**src/rtl/lsl_pkg.sv**
```systemverilog
// Shared definitions for the LSL serializer.
//   state_t    : serializer FSM states (IDLE, SHIFT)
//   DEFAULT_N  : default MSB index of the parallel word (word width N+1)
//   cnt_width  : width of a counter that must hold 0..n without wrapping
package lsl_pkg;

  typedef enum logic {
    IDLE  = 1'b0,
    SHIFT = 1'b1
  } state_t;

  localparam int DEFAULT_N = 7;

  // ceil(log2(n+1)), kept at least 1 so a one-bit word still gets a legal vector.
  function automatic int cnt_width(input int n);
    return (n > 0) ? $clog2(n + 1) : 1;
  endfunction

endpackage

```
**src/rtl/lsl_serializer_bit_counter.sv**
```systemverilog
// Bit counter for the LSL serializer.
//   clk   : clock, rising edge
//   rst   : synchronous active-high reset, count -> 0
//   clr   : synchronous clear, count -> 0 (below rst in priority)
//   en    : increment enable (below clr in priority)
//   count : current count, WIDTH bits
module bit_counter #(
  parameter int WIDTH = 3
) (
  input  logic             clk,
  input  logic             rst,
  input  logic             clr,
  input  logic             en,
  output logic [WIDTH-1:0] count
);

  always_ff @(posedge clk) begin
    if (rst) begin
      count <= '0;
    end else if (clr) begin
      count <= '0;
    end else if (en) begin
      count <= count + 1'b1;
    end
  end

endmodule

```
**src/rtl/lsl_serializer.sv**
```systemverilog
// Parallel-to-serial converter, MSB first, with valid/ready on both sides.
//   clk       : clock, rising edge
//   rst       : synchronous active-high reset
//   in_data   : parallel word (N+1 bits)
//   in_valid  : in_data valid
//   in_ready  : serializer idle, can accept a word
//   ser_out   : current serial bit (shreg MSB while shifting, else 0)
//   ser_valid : ser_out valid
//   ser_ready : downstream consumes ser_out
//   ser_last  : ser_out is the LSB of the word
//   shreg     : live shift-register contents
//   busy      : word in flight; also the FSM state (1 = SHIFT, 0 = IDLE)
//
// Handshakes: a transfer happens on a rising edge where valid and ready are
// both 1. in_ready depends only on state, never on in_valid; ser_valid
// depends only on state, never on ser_ready. While a word is in flight the
// input side is closed, so in_valid/in_data are ignored during SHIFT.
module lsl_serializer
  import lsl_pkg::*;
#(
  parameter int N = DEFAULT_N
) (
  input  logic         clk,
  input  logic         rst,
  input  logic [N:0]   in_data,
  input  logic         in_valid,
  output logic         in_ready,
  output logic         ser_out,
  output logic         ser_valid,
  input  logic         ser_ready,
  output logic         ser_last,
  output logic [N:0]   shreg,
  output logic         busy
);

  localparam int CW = cnt_width(N);

  state_t        state;
  state_t        state_n;
  logic [CW-1:0] cnt;
  logic          load;
  logic          xfer;
  logic          last;

  assign last = (state == SHIFT) && (cnt == CW'(N));
  assign xfer = ser_valid && ser_ready;

  always_ff @(posedge clk) begin
    if (rst) begin
      state <= IDLE;
    end else begin
      state <= state_n;
    end
  end

  always_comb begin
    state_n   = state;
    in_ready  = 1'b0;
    ser_valid = 1'b0;
    busy      = 1'b0;
    load      = 1'b0;
    case (state)
      IDLE: begin
        in_ready = 1'b1;
        if (in_valid) begin
          load    = 1'b1;
          state_n = SHIFT;
        end
      end
      SHIFT: begin
        ser_valid = 1'b1;
        busy      = 1'b1;
        if (ser_ready && last) begin
          state_n = IDLE;
        end
      end
      default: state_n = IDLE;
    endcase
  end

  // Zero-filling left shift: after the LSB leaves, shreg is all zeros.
  always_ff @(posedge clk) begin
    if (rst) begin
      shreg <= '0;
    end else if (load) begin
      shreg <= in_data;
    end else if (xfer) begin
      shreg <= shreg << 1;
    end
  end

  // The counter stops at N: the last transfer clears it instead of
  // incrementing, so it never wraps and IDLE always sees cnt == 0.
  bit_counter #(
    .WIDTH(CW)
  ) u_bit_counter (
    .clk  (clk),
    .rst  (rst),
    .clr  (load || (xfer && last)),
    .en   (xfer && !last),
    .count(cnt)
  );

  assign ser_last = last;
  assign ser_out  = (state == SHIFT) ? shreg[N] : 1'b0;

endmodule

```
**config.mk**
```make
export PLATFORM = sky130hd
export DESIGN_NAME = lsl_serializer
export DESIGN_NICKNAME = d
export VERILOG_FILES = /design/src/rtl/lsl_pkg.sv /design/src/rtl/lsl_serializer_bit_counter.sv /design/src/rtl/lsl_serializer.sv
export SDC_FILE = /design/constraint.sdc
export NUM_CORES = 1
export LEC_CHECK = 0
export ABC_AREA = 0
export BUFFER_PORTS_ARGS = -buffer_cell sky130_fd_sc_hd__buf_2
export CAP_MARGIN = 20
export CORE_AREA = 2 2 41 43
export DETAILED_ROUTE_END_ITERATION = 6
export DIE_AREA = 0 0 43 45
export PLACE_DENSITY_LB_ADDON = 0.08
export SLEW_MARGIN = 20
export SYNTH_ARGS = -nofsm -noshare
export SYNTH_HDL_FRONTEND = slang
export SYNTH_HIERARCHICAL = 1
export SYNTH_SLANG_ARGS = --single-unit
```
**constraint.sdc**
```tcl
create_clock -name clk -period 1.5 [get_ports clk]
set_input_delay 0.15 -clock clk [delete_from_list [all_inputs] [get_ports clk]]
set_output_delay 0.15 -clock clk [all_outputs]
set_load 0.1 [all_outputs]
```
-- Word-level counts from Yosys, hierarchy flattened
Cells that the tools add are included.
- output and inout port bits: 13
- input bits: 12
- word-level logic and storage cells: 24
- register bits: 12
- mux-type cells: 9
- bitwise gates (word level): 1
- equality and inequality tests: 1
- $add $sub $neg: 1
- reduce and logical (&&, ||, !) cells: 9
- operator list (cell ; count):
    2-to-1 mux 8 bit ; 2
    2-to-1 mux 1 bit ; 6
    logical AND 1 bit ; 5
    adder 3 x 1 -> 3 bit (second input constant) ; 1
    equality test 3 bit (second input constant) ; 1
    case mux 1 bit (2 select lines) ; 1
    nonzero test 2 bit ; 1
    OR reduction 2 bit ; 1
    logical NOT 1 bit ; 1
    logical OR 1 bit ; 1
    NOT 1 bit ; 1

-- Depth between registers and ports, before layout
- depth in word-level cells: 5
- mapped depth: 6
- depth with buffers taken out: 5

-- By module
The synthesis kept the hierarchy.
- by module, submodules not included (module ; cells each ; instances ; area each (um^2) ; sequential area each (um^2)):
    lsl_serializer ; 56 ; 1 ; 499.2 ; 180.2
    bit_counter ; 12 ; 1 ; 127.6 ; 60.1

-- Least setup slack after synthesis
OpenSTA, ideal clock, no wires.
- path kind: flip-flop to flip-flop
- start: register state
- end: register u_bit_counter.count[2]
- cell stages (with the launch flop): 5
- data arrival time: 2.594 ns
- slack: -1.164 ns
- setup time: 0.070 ns
- clock period less this slack: 2.664 ns
- path buffers: 0
- data required time: 1.430 ns
- path through: dfxtp_1 -> and4_1 -> nor2_1 -> a21bo_2 -> a21oi_1
- elaborated cells on any way between the ends: 9
- those cells by class: mux: 2; reduce/logical: 7
- RTL lines (element ; line ; RTL):
    from (decl) ; lsl_serializer.sv:38 ; state_t state;
    from (signal assigned) ; lsl_serializer.sv:52 ; state <= state_n;
    logical AND 1 bit * ; lsl_serializer.sv:45 ; assign last = (state == SHIFT) && (cnt == CW'(N));
    net ser_last ; lsl_serializer.sv:31 ; output logic ser_last,
    logical AND 1 bit ; lsl_serializer.sv:99 ; .clr (load || (xfer && last)),
    logical OR 1 bit ; lsl_serializer.sv:99 ;
    OR reduction 2 bit (no line) ; -- ;
    to (signal assigned) ; lsl_serializer_bit_counter.sv:23 ; count <= count + 1'b1;
    to (decl) ; lsl_serializer_bit_counter.sv:14 ; output logic [WIDTH-1:0] count
The timed path passes the listed nets; every way through them passes the cells marked *.
A chain may end at the register's enable or synchronous reset.

-- Worst setup path in the final report
- start: register state
- end: output port ser_out
- longest elaborated chain between the ends: 1
- ends and longest elaborated chain (element ; line ; RTL):
    2-to-1 mux 1 bit ; lsl_serializer.sv:105 ; assign ser_out = (state == SHIFT) ? shreg[N] : 1'b0;
    to (decl) ; lsl_serializer.sv:28 ; output logic ser_out,
No other way between the ends.

==> impl_metrics.toml <==
[synth]
ys_ff_latch = 12
yosysUniqueCellTypes = 24
syn_nets = 81
postSynthCellCount = 68
syn_area_per_cell_sq_um = 9.22
yosysSeqAreaShare_pct = 38.3
synth_area_sq_um = 627
yosysWarnings = 6

[sta]
clock-skew-final_ns = 0.00377
setup_ws_ns = 0.0578
tightest_slew_ns = 0.489
setup_violations = 0
fmax_mhz = 693
layout_min_cycle_time_ns = 1.44
rsz0062_at_grt = "no"
slew_headroom_pct = 67.7
fin_crit_sh_pct = 96.1
hold_viol = 0
slew_viol_final = 0

[floorplan]
die_y_um = 45
core-area_sq_um = 1470
dieArea_sq_um = 1940
start_util_pct = 42.6
row_count = 14
fp.dieW_um = 43
ios = 25

[worst_setup_path]
crit_path_max_fanout = 16
start_kind = "register"
rrSetupSlack_ns = 0.20
reg2reg_to = "u_bit_counter/count[1]"
crit_chain = "and2_2 > buf_2"
crit_family = "flip-flops"
cp_num_buf_inv = 1
endpoint_kind = "output port"
worstSetupPathType = "register to output port"
r2r_start = "state"
cp_slowest_cell = "dfxtp_4"
crit_required_ns = 1.35
cp.arrival_ns = 1.29
critPathMaxStageDelay_ns = 0.45
r2r_cells = 4

[layout]
drive_above_1_share_pct = 49.5
fin_cells = 107
syn_to_final_growth_pct = 27.7
n_antenna_cell = 0
ff_latch_area_sq_um = 245
fill_cells = 138
multi_input_area_sq_um = 337
fin_nets = 105

[cts]
h-tree-depth = 1
clock-sinks = 12
cts_setup_buffers = 0
clk_latency_ns = 0.27
hold_buffers = 0
clk_pin_slew_ns = 0.07
cts_made_buffers = 3
cts_buffer_depth = 2
cts_tree = "done"
clockRootBuffer = "clkbuf_4"
cts_resized = 0

[pwr]
seqPwrFrac_pct = 39.6
p_int_mw = 0.549
leakage_nw = 0.336
p_sw_share_pct = 39.6
cellPowerDensity_nw_per_um2 = 1130
clockPowerShare_pct = 28.0
ir_worst_vdd_v = 0.000483
power.switching_mw = 0.360
p_comb_share_pct = 32.3

[hold_path]
whs_path_depth = 3
holdPathEnd = "shreg[0]"
hold_class = "input pin to register"
hp-start = "in_data[0]"

[run]
maxCapViolations = 0

[detailed_routing]
drc_errors = 0
vias = 566
postRouteWirelength_mm = 1.27
drt_first_iter_violations = 5
first_pass_iters = 4
wl_per_cell_um = 11.9
routed_via_density = 5.29
postRouteAntennaNets = 0

[global_routing]
grt_pass1_vias = 545
grt_max_degree = 17
grt_pass1_wl_mm = 2.20
globalRouteTotalUtil_pct = 14.9
overflow = 0
grt_antenna_before_repair = 0

[place]
port_buffers = 24
place_congestion = 0.673
dp_cells = 103
post-place-ws_ns = 0.188
dp_hpwl_um = 959

[status]
status = "complete, no violations"
cells in the mapped netlist:
cell / number / share of area, %
nand2_1: 11 / 6.6
buf_6: 1 / 1.8
a21oi_1: 1 / 0.80
and4_1: 1 / 1.4
buf_12: 1 / 3.2
buf_2: 2 / 1.6
buf_4: 1 / 1.2
nor2_1: 9 / 5.4
nand3b_1: 1 / 1.2
mux2i_1: 1 / 1.6
xnor2_1: 1 / 1.4
a21bo_2: 1 / 1.6
inv_1: 1 / 0.60
a221oi_1: 1 / 1.4
and2_1: 1 / 1.0
nand2b_1: 1 / 1.0
or2_1: 1 / 1.0
nand3_1: 8 / 6.4
ha_1: 1 / 2.0
dfxtp_1: 12 / 38
nor2_2: 2 / 2.0
a311oi_2: 7 / 17
a211oi_1: 1 / 1.2
clkbuf_1: 1 / 0.60
cells in the final DEF (no fill, tap or decap):
cell | netlist | routed
buf_2 | 2 | 23
nand2_1 | 11 | 11
dfxtp_1 | 12 | 10
nand3_1 | 8 | 8
nor2_1 | 9 | 8
a311oi_2 | 7 | 7
nor2_2 | 2 | 3
clkbuf_4 | 0 | 3
buf_12 | 1 | 2
and4_4 | 0 | 1
and2_2 | 0 | 1
clkinvlp_4 | 0 | 1
nand2b_1 | 1 | 1
a221oi_1 | 1 | 1
a211oi_1 | 1 | 1
clkbuf_8 | 0 | 1
dfxtp_2 | 0 | 1
dfxtp_4 | 0 | 1
or2_1 | 1 | 1
xnor2_1 | 1 | 1
a21bo_2 | 1 | 1
nand3b_1 | 1 | 1
a21oi_1 | 1 | 1
mux2i_1 | 1 | 1
ha_1 | 1 | 1
worst min-delay path, cell delays in order:
cell      delay (ns)
buf_2           0.09
nand3_1         0.07
a221oi_1        0.06
metrics by stage:
| step | TNS [ns] | utilization (%) | hold slack (ns) | power [mW] | cell area [sq um] |
|---|---|---|---|---|---|
| 6_report | 0 | 54.4 | 0.166 | 0.909 | 801 |
| 5_1_grt | 0 | 54.4 | 0.169 | 0.959 | 801 |
| 4_1_cts | 0 | 54.4 | 0.168 | 0.922 | 801 |
| 3_5_place_dp | 0 | 52.0 | 0.457 | 0.664 | 764 |
| 3_3_place_gp | 0 | 52.0 | 0.440 | 0.661 | 764 |
| 2_1_floorplan | -0.0329 | - | 0.312 | 0.621 | 642 |
worst max-delay path by stage:
stage | start | endpoint | slack (ns) | cells after the start
after floorplan | state | u_bit_counter/count[2] | -0.03 | 4
after global placement | state | u_bit_counter/count[1] | 0.23 | 4
after detailed placement | state | u_bit_counter/count[1] | 0.19 | 4
after CTS | state | ser_out | 0.05 | 2
after global routing | state | ser_out | 0.001 | 2
final | state | ser_out | 0.06 | 2
power by group through the flow:
| stage | registers (mW) | clock network, mW | logic, mW |
|---|---|---|---|
| 2_1_floorplan | 0.497 | 0 | 0.124 |
| 3_3_place_gp | 0.368 | 0 | 0.293 |
| 3_5_place_dp | 0.368 | 0 | 0.296 |
| 4_1_cts | 0.361 | 0.265 | 0.296 |
| 5_1_grt | 0.365 | 0.286 | 0.308 |
| 6_report | 0.360 | 0.255 | 0.294 |
sequential cells by signal (all words and copies together) (netlist names):
name                 count
u_bit_counter/count      3
state                    1
shreg                    8
cells by family (layout without fill, tap and decap cells):
group / count (synthesis) / after routing / share of synthesized area (%)
XOR/XNOR: 1 / 1 / 1.40
AND/OR/NAND/NOR: 35 / 35 / 26.0
AO/OA/AOI/OAI: 11 / 11 / 21.8
multiplexers: 1 / 1 / 1.60
buffers and inverters: 7 / 30 / 8.98
flip-flops: 12 / 12 / 38.3
adder cells (fa/ha/maj): 1 / 1 / 2.00
layer usage:
metal	track usage, %	wire length (um)	part of all wire, %	vias to the layer above
met2	27.9	656	51	10
met4	5.45	0	0	0
li1	-	-	-	288
met5	0	0	0	-
met1	16.7	549	43	268
met3	3.20	69	5.4	0
final cells by class:
| type | instances | area share, % |
|---|---|---|
| sequential | 12 | 30.6 |
| clock buffer | 4 | 4.53 |
| multi-input combinational | 49 | 42.0 |
| timing repair buffer | 25 | 19.4 |
| inverter | 1 | 0.938 |
| tap | 16 | 2.50 |
(Power assumes the default switching activity.)
